**src/rtl/booth_sequencer.sv**
```systemverilog
// Booth multiplication sequencer with run-skipping for a shift-add datapath.
// Each RUN cycle locates the next bit transition in the shifted multiplier and
// issues a single add/subtract; runs of equal bits cost no extra cycles.
module booth_sequencer #(
    parameter int unsigned N  = 4,
    parameter int unsigned SW = 3
) (
    input  logic          clk,
    input  logic          rst,
    input  logic          start,
    input  logic [N-1:0]  B,
    output logic          dp_rst,
    output logic          done,
    output logic          op,
    output logic [SW-1:0] shift_a,
    output logic [SW-1:0] shift_b,
    output logic          busy,
    output logic          result_valid,
    output logic [SW-1:0] op_count
);

    localparam logic [1:0] S_IDLE   = 2'd0;
    localparam logic [1:0] S_LOAD   = 2'd1;
    localparam logic [1:0] S_RUN    = 2'd2;
    localparam logic [1:0] S_FINISH = 2'd3;

    localparam logic [SW-1:0] POS_END = SW'(N);

    logic [1:0]    state_q, state_d;
    logic [SW-1:0] pos_q, pos_d;
    logic          prev_q, prev_d;
    logic [SW-1:0] op_count_q, op_count_d;
    logic          dp_rst_q, busy_q, result_valid_q;

    logic          found_c;
    logic [SW-1:0] k_c;
    logic          kbit_c;

    // Find the lowest unconsumed bit of B that differs from the previous Booth bit.
    always_comb begin
        found_c = 1'b0;
        k_c     = '0;
        kbit_c  = 1'b0;
        for (int unsigned i = 0; i < N; i++) begin
            if (!found_c && ((32'(pos_q) + i) < N) && (B[i] != prev_q)) begin
                found_c = 1'b1;
                k_c     = SW'(i);
                kbit_c  = B[i];
            end
        end
    end

    // Next-state logic and the combinational datapath controls.
    always_comb begin
        state_d    = state_q;
        pos_d      = pos_q;
        prev_d     = prev_q;
        op_count_d = op_count_q;
        done       = 1'b1;
        op         = 1'b1;
        shift_a    = '0;
        shift_b    = '0;
        case (state_q)
            S_IDLE: begin
                if (start) begin
                    state_d    = S_LOAD;
                    pos_d      = '0;
                    prev_d     = 1'b0;
                    op_count_d = '0;
                end
            end
            S_LOAD: begin
                state_d = S_RUN;
            end
            S_RUN: begin
                if (found_c) begin
                    done       = 1'b0;
                    op         = ~kbit_c;
                    shift_a    = pos_q + k_c;
                    shift_b    = k_c + SW'(1);
                    pos_d      = pos_q + k_c + SW'(1);
                    prev_d     = kbit_c;
                    op_count_d = op_count_q + SW'(1);
                    if (pos_d == POS_END) begin
                        state_d = S_FINISH;
                    end
                end else begin
                    state_d = S_FINISH;
                end
            end
            S_FINISH: begin
                state_d = S_IDLE;
            end
            default: begin
                state_d = S_IDLE;
            end
        endcase
    end

    // State, Booth bookkeeping and registered status outputs.
    always_ff @(posedge clk) begin
        if (rst) begin
            state_q        <= S_IDLE;
            pos_q          <= '0;
            prev_q         <= 1'b0;
            op_count_q     <= '0;
            dp_rst_q       <= 1'b1;
            busy_q         <= 1'b0;
            result_valid_q <= 1'b0;
        end else begin
            state_q        <= state_d;
            pos_q          <= pos_d;
            prev_q         <= prev_d;
            op_count_q     <= op_count_d;
            dp_rst_q       <= (state_d != S_LOAD);
            busy_q         <= (state_d != S_IDLE);
            result_valid_q <= (state_d == S_FINISH);
        end
    end

    assign dp_rst       = dp_rst_q;
    assign busy         = busy_q;
    assign result_valid = result_valid_q;
    assign op_count     = op_count_q;

endmodule

```
**config.mk**
```make
export PLATFORM = sky130hd
export DESIGN_NAME = booth_sequencer
export DESIGN_NICKNAME = d
export VERILOG_FILES = /design/src/rtl/booth_sequencer.sv
export SDC_FILE = /design/constraint.sdc
export NUM_CORES = 1
export LEC_CHECK = 0
export ABC_AREA = 1
export BUFFER_PORTS_ARGS = -buffer_cell sky130_fd_sc_hd__buf_4
export CAP_MARGIN = 20
export CORE_ASPECT_RATIO = 1.4
export CORE_MARGIN = 2
export CORE_UTILIZATION = 50
export CTS_CLUSTER_DIAMETER = 60
export DETAILED_ROUTE_END_ITERATION = 16
export PLACE_DENSITY_LB_ADDON = 0.2
export SETUP_SLACK_MARGIN = 0.15
export SYNTH_ARGS = -nofsm -noshare
export SYNTH_HDL_FRONTEND = slang
export SYNTH_SLANG_ARGS = --single-unit
export TNS_END_PERCENT = 5
```
**constraint.sdc**
```tcl
create_clock -name clk -period 4.7 [get_ports clk]
set_input_delay 1.41 -clock clk [delete_from_list [all_inputs] [get_ports clk]]
set_output_delay 1.41 -clock clk [all_outputs]
set_load 0.02 [all_outputs]
```
## Word-level counts from Yosys, hierarchy flattened

Cells that the tools add are included.

- Flip-flop bits (word level): 12
- Output and inout port bits: 14

- Add/subtract/negate cells: 7
- $lt $le $gt $ge: 4
- Eq/ne operators: 12
- Mux-type cells: 31
- Bitwise operators: 1
- Reductions and logical operators: 14

Operators by type and width:

| kind | count |
|---|---|
| 3-bit 2-to-1 mux | 9 |
| 1-bit 2-to-1 mux | 15 |
| 4-bit by 3-bit < comparator with 1-bit output, second input constant | 3 |
| 3-bit one-hot mux with 2 select lines | 2 |
| 3-bit by 1-bit adder with 3-bit output, second input constant | 3 |
| 3-bit by 2-bit adder with 4-bit output, second input constant | 2 |
| 2-bit one-hot mux with 4 select lines | 1 |
| 1-bit logical AND | 7 |
| 2-bit equality test, second input constant | 3 |
| 2-bit 2-to-1 mux | 3 |
| 3-bit by 1-bit adder with 4-bit output, second input constant | 1 |
| 1-bit != test | 4 |
| 2-bit != test, second input constant | 2 |
| 2-bit nonzero test | 2 |
| 3-bit adder | 1 |
| 3-bit equality test, second input constant | 1 |
| 1-bit logical NOT | 3 |
| 3-bit < comparator, second input constant | 1 |
| 3-bit AND reduction | 1 |
| 2-bit by 1-bit equality test with 1-bit output, second input constant | 1 |
| 2-bit logical NOT | 1 |
| 2-bit by 1-bit != test with 1-bit output, second input constant | 1 |
| 1-bit one-hot mux with 2 select lines | 1 |
| 1-bit inverter | 1 |

## Longest topological paths before layout

- Word-level depth: 22
- Gate-level depth with buffers: 17

## Least setup slack after synthesis

Ideal clock, no wire load.

- Kind: input to output
- From: in B[1]
- To: out shift_a[1]
- Arrival: 2.878 ns
- Required time: 3.290 ns
- Slack: 0.412 ns
- Stages: 10
- Cells stage by stage: inv_1 > nand2_1 > nand2_2 > nand2_4 > nand4_1 > nand2_1 > ha_1 > fa_1 > inv_1 > nor2_1

- Cells in the longest elaborated chain, start to end: 14

RTL lines:

| element | line | RTL |
|---|---|---|
| start: declaration | 11 | `input logic [N-1:0] B,` |
| 1-bit != test (*) | 45 | `if (!found_c && ((32'(pos_q) + i) < N) && (B[i] != prev_q)) begin` |
| 1-bit logical AND (*) | 45 |  |
| 1-bit 2-to-1 mux | 45 |  |
| 1-bit logical NOT | 45 |  |
| 1-bit logical AND (2 in a row) | 45 |  |
| 1-bit 2-to-1 mux | 45 |  |
| 1-bit logical NOT | 45 |  |
| 1-bit logical AND (2 in a row) | 45 |  |
| 3-bit 2-to-1 mux | 45 |  |
| 3-bit adder | 79 | `shift_a = pos_q + k_c;` |
| 3-bit 2-to-1 mux (*) | 76 | `if (found_c) begin` |
| 3-bit 2-to-1 mux (*) | 63 | `case (state_q)` |
| end: declaration | 15 | `output logic [SW-1:0] shift_a,` |

Mark *: on every way between the ends. The rest lies on a longest branch, timed or not.

## Final worst setup path

- From: in B[1]
- To: out shift_a[2]

The elaborated chain is that of the path after synthesis.

==> out/qor.yml <==
status: "finished, final reports clean"
power.leakage_nw: 0.5984
synth_edf_count: 0
place.port_buffers: 20
start_kind: "input pin"
avgSynthCellArea_um2: 6.837
synth_cells: 140
crit_arrival_ns: 3.05
core_area_um2: 1779
yosysSeqAreaShare_pct: 25.10
clk_latency_ns: 0.28
grt-ovfl-total: 0
ys_types: 25
cp_max_fo: 4
area_delta_synth_final_pct: 20.92
mostFrequentLayoutCell: "nand2_1"
drv_slew: 0
dieWidth_um: 40.98
cts.sinks: 12
fmax_ghz: 0.2241
worst_pin_slew_ns: 0.3503
dr.pass1.iters: 4
antenna_found_initial: 0
gp_congestion: 0.7938
ir_drop_v: 0.0002532
initial_core_util_pct: 53.80
ff_latch_area_um2: 240.2
fin_setup_tns_ns: 0
synthFlopType: "dfxtp_1"
grt_max_degree: 9
synth_area_um2: 957.2
fin_util_pct: 65.05
final_area_um2: 1157
syn_nets: 155
critPathRequiredTime_ns: 3.29
hold_path.class: "reg2reg"
path_cells: "buf_4 -> inv_1 -> nand2_1 -> nand2_2 -> nand2_4 -> nand4_1 -> nand2_2 -> ha_1 -> fa_1 -> xnor2_2 -> nor2_1 -> buf_4"
cp-end-kind: "output port"
worst_path_largest_cell_delay_ns: 0.40
ant_nets: 0
vias: 924
setup_viol: 0
drc: 0
nNetsFinal: 179
die_h_um: 55.77
clk_pin_slew_worst_paths_ns: 0.07
num_rows: 18
wl_per_cell_um: 10.33
final.setup_skew_ns: 0.005246
rsz0062_at_grt: "yes"
pin_count: 21
drt_iter0_drc: 10
multi_input_area_um2: 634.4
dp_hpwl_mm: 1.487
clock_path_buffers: 2
cts_tree: "built"
path_class: "in2out"
period_minus_slack_ns: 4.461
maxSlewHeadroom_pct: 76.65
fin_crit_sh_pct: 94.92
fill_cells: 167
grt_pass1_wl_mm: 2.994
antennaDiodeCount: 0
placed_area_um2: 1125
cts_hold_buf: 0
die_area_um2: 2285
cts_inserted_buffers: 3
holdWs_ns: 0.4905
ys_ff_latch: 12
yosys_warnings: 0
viasPerCell: 5.077
routed_wl_mm: 1.880
cts_max_level: 1
synthArstFlopShare_pct: 0
cpMaxStageDelayCell: "fa_1"
cellPowerDensity_nw_per_um2: 425.7
final_cell_mix: "nand2_1 (32), nor2_1 (20), buf_4 (20)"
hold_viol_final: 0
grt_pass1_vias: 766
drive_above_1_share_pct: 32.72
grtUsageTotal_pct: 18.25
max_cap_violations: 0
clockRootBuffer: "clkbuf_4"
[cell usage after synthesis (2+ instances only)]
library cell   n  share of area (%)
nand3_1        9                4.7
nand2_2        5                3.3
nor2_1        20                7.8
inv_1         19                7.5
a21oi_1        2                1.0
inv_2          2               0.78
dfxtp_1       12                 25
or2_2          2                1.3
nand2_4        4                4.7
nand4_1        2                1.3
nand2_1       33                 13
ha_1           7                9.1
nor2_2        10                6.5
o21ai_0        2                1.0
[critical path, delay by kind of cell]
family	cells	cell delay [ns]
fa+ha+maj	2	0.60
simple gates	6	0.57
buf+inv	3	0.31
xor+xnor	1	0.16
[through the flow]
stage	instances	setup slack, ns	power (W)
final	182	0.2386	0.0004927
after detailed placement	179	0.2065	0.0004271
after global placement	179	0.2955	0.0004213
after floorplan	140	0.4119	0.0003601
after global routing	182	0.1184	0.0005384
after CTS	182	0.2023	0.0004925
[layer usage]
| layer | track usage (%) | part of all wire (%) | vias to the layer above |
|---|---|---|---|
| met3 | 1.600 | 4.3 | 5 |
| met5 | 0 | 0 | - |
| met1 | 22.42 | 42 | 421 |
| met2 | 28.35 | 51 | 20 |
| met4 | 11.43 | 2.6 | 0 |
| li1 | - | - | 478 |
[report_power, final]
part	switching, W	total (W)	leakage [nW]	internal [W]
logic	0.000177	0.000286	0.486	0.000109
clock network	0.0000333	0.0000630	0.0138	0.0000297
registers	0.0000220	0.000144	0.0988	0.000122
total	0.000232	0.000493	0.598	0.000260
[final cells by class]
class | instances | share of cell area [%]
timing repair buffer | 20 | 12.97
clock buffer | 3 | 1.946
inverter | 22 | 7.351
tap | 20 | 2.162
sequential | 12 | 20.76
multi-input combinational | 105 | 54.81
[flip-flops by register name, indices dropped and copies added, names as in the netlist]
register,cells
op_count,3
pos_q,3
state_q,2
busy,1
dp_rst,1
prev_q,1
result_valid,1
[cell families (layout without fill, tap and decap cells)]
logic type               after synthesis  in the layout  share of synthesized area, %
flip-flops                            12             12                         25.10
AND/OR/NAND/NOR                       88             88                         47.71
AO/OA/AOI/OAI                          7              7                         4.444
adder cells (fa/ha/maj)                8              8                         11.24
XOR/XNOR                               2              2                         1.830
buffers and inverters                 23             45                         9.674
[final timing paths]
check        slack [ns]           to  cells after the start   startpoint
max                0.24   shift_a[2]                     12         B[1]
min                0.49  op_count[2]                      2  op_count[2]
min reg2reg        0.49  op_count[2]                      2  op_count[2]
max reg2reg        1.88     pos_q[2]                     14       prev_q
[repair_timing]
item	in CTS	in global routing
endpoints found under the setup margin	0	2
resized for setup	0	2
setup buffers	0	0
(Power assumes the default switching activity.)
